===== src/rtl/tinyriscv_pkg.sv =====
// Shared type definitions for tinyriscv pipeline primitives.
package tinyriscv_pkg;

    typedef enum logic [1:0] {
        SKID_EMPTY,
        SKID_ONE,
        SKID_FULL
    } skid_state_e;

endpackage


===== src/rtl/prim_endff.sv =====
// Enable D flip-flop with synchronous active-low reset to a parameterised default.
module prim_endff #(
    parameter int unsigned    DW      = 32,
    parameter logic [DW-1:0]  DEFAULT = '0
) (
    input  logic          clk_i,
    input  logic          rst_ni,
    input  logic          en_i,
    input  logic [DW-1:0] d_i,
    output logic [DW-1:0] q_o
);

    logic [DW-1:0] r_q;

    always_ff @(posedge clk_i) begin
        if (!rst_ni) begin
            r_q <= DEFAULT;
        end else if (en_i) begin
            r_q <= d_i;
        end
    end

    assign q_o = r_q;

endmodule


===== src/rtl/prim_skid_reg.sv =====
// Two-entry valid/ready skid buffer; ready is decoded from state only, so no
// combinational path exists from out_ready_i to in_ready_o.
module prim_skid_reg
    import tinyriscv_pkg::*;
#(
    parameter int unsigned    DW      = 32,
    parameter logic [DW-1:0]  DEFAULT = '0
) (
    input  logic          clk_i,
    input  logic          rst_ni,
    input  logic          flush_i,
    input  logic          in_valid_i,
    output logic          in_ready_o,
    input  logic [DW-1:0] din_i,
    output logic          out_valid_o,
    input  logic          out_ready_i,
    output logic [DW-1:0] qout_o
);

    skid_state_e   r_state;
    skid_state_e   w_state_next;
    logic          w_in_fire;
    logic          w_out_fire;
    logic          w_main_en;
    logic          w_skid_en;
    logic [DW-1:0] w_main_d;
    logic [DW-1:0] w_skid_d;
    logic [DW-1:0] w_main_q;
    logic [DW-1:0] w_skid_q;

    assign out_valid_o = (r_state != SKID_EMPTY);
    assign in_ready_o  = (r_state != SKID_FULL);
    assign qout_o      = w_main_q;

    assign w_in_fire  = in_valid_i & in_ready_o;
    assign w_out_fire = out_valid_o & out_ready_i;

    always_ff @(posedge clk_i) begin
        if (!rst_ni) begin
            r_state <= SKID_EMPTY;
        end else begin
            r_state <= w_state_next;
        end
    end

    // Flush overrides any handshake and reloads both entries with DEFAULT.
    always_comb begin
        w_state_next = r_state;
        w_main_en    = 1'b0;
        w_main_d     = din_i;
        w_skid_en    = 1'b0;
        w_skid_d     = din_i;
        if (flush_i) begin
            w_state_next = SKID_EMPTY;
            w_main_en    = 1'b1;
            w_main_d     = DEFAULT;
            w_skid_en    = 1'b1;
            w_skid_d     = DEFAULT;
        end else begin
            unique case (r_state)
                SKID_EMPTY: begin
                    if (w_in_fire) begin
                        w_main_en    = 1'b1;
                        w_state_next = SKID_ONE;
                    end
                end
                SKID_ONE: begin
                    if (w_in_fire && w_out_fire) begin
                        w_main_en = 1'b1;
                    end else if (w_in_fire) begin
                        w_skid_en    = 1'b1;
                        w_state_next = SKID_FULL;
                    end else if (w_out_fire) begin
                        w_state_next = SKID_EMPTY;
                    end
                end
                SKID_FULL: begin
                    if (w_out_fire) begin
                        w_main_en    = 1'b1;
                        w_main_d     = w_skid_q;
                        w_state_next = SKID_ONE;
                    end
                end
                default: begin
                    w_state_next = SKID_EMPTY;
                end
            endcase
        end
    end

    prim_endff #(
        .DW      (DW),
        .DEFAULT (DEFAULT)
    ) u_main (
        .clk_i  (clk_i),
        .rst_ni (rst_ni),
        .en_i   (w_main_en),
        .d_i    (w_main_d),
        .q_o    (w_main_q)
    );

    prim_endff #(
        .DW      (DW),
        .DEFAULT (DEFAULT)
    ) u_skid (
        .clk_i  (clk_i),
        .rst_ni (rst_ni),
        .en_i   (w_skid_en),
        .d_i    (w_skid_d),
        .q_o    (w_skid_q)
    );

endmodule


===== config.mk =====
export PLATFORM = sky130hd
export DESIGN_NAME = prim_skid_reg
export DESIGN_NICKNAME = d
export VERILOG_FILES = /design/src/rtl/tinyriscv_pkg.sv /design/src/rtl/prim_endff.sv /design/src/rtl/prim_skid_reg.sv
export SDC_FILE = /design/constraint.sdc
export NUM_CORES = 1
export LEC_CHECK = 0
export ABC_AREA = 1
export BUFFER_PORTS_ARGS = -buffer_cell sky130_fd_sc_hd__buf_4
export CAP_MARGIN = 20
export CORE_AREA = 5 5 87 73
export CTS_CLUSTER_SIZE = 25
export DETAILED_ROUTE_END_ITERATION = 10
export DIE_AREA = 0 0 92 78
export PLACE_DENSITY_LB_ADDON = 0.15
export SLEW_MARGIN = 30
export SYNTH_ARGS = -nofsm -noshare
export SYNTH_HDL_FRONTEND = slang
export SYNTH_SLANG_ARGS = --single-unit

===== constraint.sdc =====
create_clock -name clk_i -period 3.9 [get_ports clk_i]
set_input_delay 0.585 -clock clk_i [delete_from_list [all_inputs] [get_ports clk_i]]
set_output_delay 0.585 -clock clk_i [all_outputs]
set_load 0.1 [all_outputs]

==> out/qor.txt, run 1 <==
Yosys top cell by area: dfxtp_1
Post-Syn Area: 2940 um2
Die ar.: 7180 um2
crit path max fanout: 34
Static Leak: 1.49 nW
# fillers: 490
Hold-fix buffers, CTS: 0
Inserted Clock Buffers: 9
EDFF count, synth: 0
placed insts: 515
syn_nets: 445
Top Ports: 71
cell count after synthesis: 408
Max-slew headroom: 49.0%
Seq cells post-synth: 66
Final Hold Fails: 0
initial antenna violation count: 0
Finished Cell Area: 3600 um2
post-cts resize count: 0
Worst-Margin Slew: 0.764 ns
DP HPWL: 4620 um
final RePlAce weighted congestion: 0.814
NetSw: 0.424 mW
switching share of total power: 29.1%
required time worst endpoint: 4.17 ns
Worst Skew: 0.00535 ns
Comb power frac: 16.1%
CTS H-Tree Depth: 3
post-route ant nets: 0
Longest Clk Path Bufs: 2
Seq/Total Area, Yosys: 44.9%
setup ws final: 1.73 ns
count leader, synth: nand2_1
Post-synth ARST share: 0%
Seq pwr share: 48.0%
Total Routing Usage GR: 21.2%
run status: finished, final reports clean
clock latency on the worst-skew pair: 0.34 ns
Placement Cell Area: 3420 um2
Root Driver: clkbuf_8
Pint: 1.03 mW
Die Height: 78 um
nets@finish: 498
Final Core Density: 67.4%
most frequent cells after synthesis: nand2_1, dfxtp_1, nand3_1
top cells by area, synth: dfxtp_1, nand2_1, nand3_1
Yosys Warn Count: 0
layout cell share with drive strength beyond 1: 23.4%
pre-CTS setup slack: 1.38 ns
global route overflow: 0
Initial Utilization: 55.0%
count of final max-slew check failures: 0
Highest Clock Rate: 461 MHz
Synth cell types: 21
IO Port Bufs: 70
Critical Path End Type: flip-flop
Tcrit/Tclk final: 55.6%
Main synth FF type: dfxtp_1
post-synth top area share: 44.9%
largest net degree at the start of global routing: 36
Worst Hold Class: flip-flop to flip-flop
DRC: 0
clock power share: 35.9%
VDD IR max: 0.199 mV
critical path type: input pin to flip-flop
DRT Wirelength: 7350 um
average wire per standard cell: 13.8 um
Worst-path clk slew: 0.06 ns
hold slack: 0.444 ns
vias per inst: 5.22
Core Area: 5350 um2
final setup fails: 0
antenna diode count: 0
Non-Filler Instances: 531
Tot Pwr: 1.46 mW
vias in the first global route: 2676
DRT Pass-1 Iters: 4
DRT iter0 DRCs: 263
PD cells: 404 nW/um2
first-pass GRT wire length: 12300 um
Worst EP arrival: 2.44 ns
Setup crit start kind: input pin
Area Overhead vs Synth: 22.5%
# rows: 24
setup repair after global routing missed its margin: no
minimum clock period: 2.17 ns
CTS tree: built
max cap viols: 0
clk sinks: 66
Setup Fix Bufs, Post-CTS: 0
Vias: 2774
synthesized area per cell: 7.21 um2
setup TNS: 0 ns
Die X-Extent: 92 um
-- layout by cell type, fill, tap and decap left out, types with 2 or more instances in the layout --
master / count
inv_2: 2
nand3_1: 64
o21ai_0: 32
inv_1: 37
dfxtp_1: 66
clkbuf_1: 2
clkbuf_8: 12
nand2_2: 2
nor2_4: 3
clkinv_2: 2
nor2_1: 3
nand2_1: 98
a21oi_2: 12
buf_4: 73
a21oi_1: 52
-- power groups by stage --
stage          Sequential, mW  Clock [mW]  Combinational (mW)
6_report                0.699       0.524               0.235
5_1_grt                 0.700       0.566               0.252
4_1_cts                 0.699       0.535               0.234
3_5_place_dp            0.714           0               0.234
3_3_place_gp            0.714           0               0.231
2_1_floorplan           0.795           0              0.0876
-- sequential cells by signal, indices dropped and copies added (netlist names) --
signal      flops
u_main.q_o     32
r_state         2
u_skid.q_o     32
-- area by class of cell --
| type | instances | area (um2) | area share [%] |
|---|---|---|---|
| inverter | 39 | 146 | 4.06 |
| sequential | 66 | 1320 | 36.7 |
| clock inverter | 2 | 10.0 | 0.278 |
| timing repair buffer | 73 | 548 | 15.2 |
| clock buffer | 14 | 173 | 4.79 |
| multi-input combinational | 272 | 1330 | 36.8 |
| tap | 65 | 81.3 | 2.26 |
-- metal layers --
| metal | global-route usage [%] | up-vias | routed length (um) |
|---|---|---|---|
| li1 | - | 1441 | - |
| met1 | 24.6 | 1252 | 3290 |
| met2 | 37.5 | 72 | 3480 |
| met3 | 5.90 | 9 | 485 |
| met4 | 7.12 | 0 | 88 |
| met5 | 0 | - | 0 |
-- worst paths after layout --
check | startpoint | to | slack, ns | cells past startpoint
max | out_ready_i | u_main.q_o[13]$_SDFFE_PN0P_ | 1.73 | 7
min | u_skid.q_o[5]$_SDFFE_PN0P_ | u_skid.q_o[5]$_SDFFE_PN0P_ | 0.44 | 2
max reg2reg | r_state[0]$_SDFFE_PP0P_ | u_skid.q_o[24]$_SDFFE_PN0P_ | 1.84 | 4
min reg2reg | u_skid.q_o[5]$_SDFFE_PN0P_ | u_skid.q_o[5]$_SDFFE_PN0P_ | 0.44 | 2
-- critical path: stages --
cell and delay [ns]:
buf_4 0.32, inv_1 0.14, o21ai_2 0.14, nand2_4 0.28
nor2_4 0.64, nand2_1 0.16, a21oi_2 0.15
-- logic make-up after synthesis --
family | share of synthesized area [%]
compound gates | 18.9
buf+inv | 10.4
simple gates | 25.8
flops | 44.9
(Power assumes the default switching activity.)
==> inputs of run 2 (changes only) <==
--- a/config.mk
+++ b/config.mk
@@ -8,10 +8,10 @@
 export ABC_AREA = 1
 export BUFFER_PORTS_ARGS = -buffer_cell sky130_fd_sc_hd__buf_4
 export CAP_MARGIN = 20
-export CORE_AREA = 5 5 87 73
+export CORE_AREA = 5 5 90 75
 export CTS_CLUSTER_SIZE = 25
 export DETAILED_ROUTE_END_ITERATION = 10
-export DIE_AREA = 0 0 92 78
+export DIE_AREA = 0 0 95 80
 export PLACE_DENSITY_LB_ADDON = 0.15
 export SLEW_MARGIN = 30
 export SYNTH_ARGS = -nofsm -noshare
==> constraint.sdc (replaced) <==
create_clock -name clk_i -period 2 [get_ports clk_i]
set_input_delay 0.3 -clock clk_i [delete_from_list [all_inputs] [get_ports clk_i]]
set_output_delay 0.3 -clock clk_i [all_outputs]
set_load 0.1 [all_outputs]
==> run 2 against run 1 <==
Against the previous run: register-to-register slack got worse by 1.5 ns; count of clock-buffer cells in the layout decreased by 2; first-iteration DRC count shrank 30%; critical endpoint is now u_main.q_o[0]$_SDFFE_PN0P_; die area is 5.9% higher; via count rose by 3.4%; total power increased by 94%; critical path depth increased by 1; setup slack worse by 1.4 ns; largest power group unchanged.
==> out/qor.txt, run 2 (synthesized netlist as in run 1, its figures left out) <==
Top Ports: 71
commonest non-fill, non-tap cell in the layout: nand2_1
Core Area: 5760 um2
VDD IR max: 0.400 mV
Worst-Margin Slew: 0.435 ns
Static Leak: 1.53 nW
Initial Utilization: 51.1%
CP top delay family: buffers and inverters
count of final max-slew check failures: 0
Area Overhead vs Synth: 24.8%
average wire per standard cell: 13.8 um
DRT Pass-1 Iters: 4
Root Driver: clkbuf_8
Die ar.: 7600 um2
Die Height: 80 um
Placement Cell Area: 3500 um2
post-cts resize count: 0
clock latency on the worst-skew pair: 0.35 ns
Critical Path End Type: flip-flop
placed insts: 540
Crit-path slowest cell: dfxtp_1
layout cell share with drive strength beyond 1: 24.5%
DRC: 0
Die X-Extent: 95 um
Reg2Reg Setup Slack: 0.35 ns
Tot Pwr: 2.82 mW
CP cell instances: inv_1 -> nor2_4 -> nand2_1 -> buf_4 -> nand2_1 -> nand2_1 -> nand2_1 -> a21oi_1
# fillers: 558
antenna diode count: 0
clk sinks: 66
initial antenna violation count: 0
post-route ant nets: 0
critical path type: flip-flop to flip-flop
r2r startpoint: r_state[1]$_SDFFE_PP0P_
setup ws final: 0.349 ns
Worst Skew: 0.00835 ns
sink of the worst hold path: u_skid.q_o[14]$_SDFFE_PN0P_
Setup Fix Bufs, Post-CTS: 0
HP Start: din_i[14]
nets@finish: 507
crit path max fanout: 25
IO Port Bufs: 70
CTS H-Tree Depth: 3
final setup fails: 0
setup repair after global routing missed its margin: no
Inserted Clock Buffers: 9
R2R depth: 8
largest net degree at the start of global routing: 51
Highest Clock Rate: 606 MHz
most frequent CP cell: nand2_1
Final Hold Fails: 0
Worst Hold Class: input pin to flip-flop
Tcrit/Tclk final: 82.6%
max incr delay on CP: 0.35 ns
global route overflow: 0
Worst EP arrival: 1.92 ns
required time worst endpoint: 2.27 ns
reg-to-reg endpoint: u_main.q_o[0]$_SDFFE_PN0P_
Vias: 2868
first-pass GRT wire length: 12500 um
CTS tree: built
most frequent cells in the layout: nand2_1, buf_4, dfxtp_1
pre-CTS setup slack: 0.434 ns
minimum clock period: 1.65 ns
run status: finished, final reports clean
Non-Filler Instances: 555
Worst-path clk slew: 0.07 ns
Total Routing Usage GR: 21.4%
worst path bufs/invs: 2
max cap viols: 0
DRT Wirelength: 7660 um
vias per inst: 5.17
setup TNS: 0 ns
Hold-fix buffers, CTS: 0
Finished Cell Area: 3670 um2
DRT iter0 DRCs: 185
WHS Path Cells: 3
PD cells: 768 nW/um2
Setup crit start kind: flip-flop
final RePlAce weighted congestion: 0.797
Longest Clk Path Bufs: 2
DP HPWL: 5130 um
Max-slew headroom: 71.0%
# rows: 25
vias in the first global route: 2667
[run 2: how the worst max path moves through the flow]
stage                            startpoint                           to  slack [ns]  cells after the start
detailed placement  r_state[0]$_SDFFE_PP0P_   u_main.q_o[0]$_SDFFE_PN0P_        0.43                      7
floorplan           r_state[0]$_SDFFE_PP0P_  u_main.q_o[17]$_SDFFE_PN0P_       0.003                      7
CTS                 r_state[1]$_SDFFE_PP0P_   u_main.q_o[0]$_SDFFE_PN0P_        0.34                      8
global route        r_state[1]$_SDFFE_PP0P_   u_main.q_o[0]$_SDFFE_PN0P_        0.21                      8
global placement                out_ready_i  u_main.q_o[24]$_SDFFE_PN0P_        0.47                      8
finish              r_state[1]$_SDFFE_PP0P_   u_main.q_o[0]$_SDFFE_PN0P_        0.35                      8
[run 2: layout make-up]
type	count	area [um2]	area share, %
clock buffer	12	155	4.22
clock inverter	3	15.0	0.409
inverter	39	146	3.99
multi-input combinational	272	1320	35.9
sequential	66	1320	36.0
tap	81	101	2.76
timing repair buffer	82	616	16.8
[run 2: worst min-delay path, delay by kind of cell]
| kind | cells | cell delay, ns |
|---|---|---|
| AOI/OAI and AO/OA | 2 | 0.17 |
| buffers and inverters | 1 | 0.08 |
[run 2: report_power, final]
part           internal, mW  switching [mW]
sequential             1.34          0.0181
combinational         0.132           0.341
clock                 0.504           0.482
[run 2: per-layer routing]
metal	track usage (%)	up-vias	part of all wire, %
li1	-	1455	-
met3	7.16	10	7.2
met1	27.3	1320	45
met5	0	-	0
met2	32.7	83	46
met4	9.22	0	1.5
[run 2: per-stage QoR]
stage | hold WS, ns | util [%]
after global placement | 0.431 | 60.8
after global routing | 0.236 | 63.8
final | 0.244 | 63.8
after floorplan | 0.424 | -
after detailed placement | 0.435 | 60.8
after CTS | 0.236 | 63.8
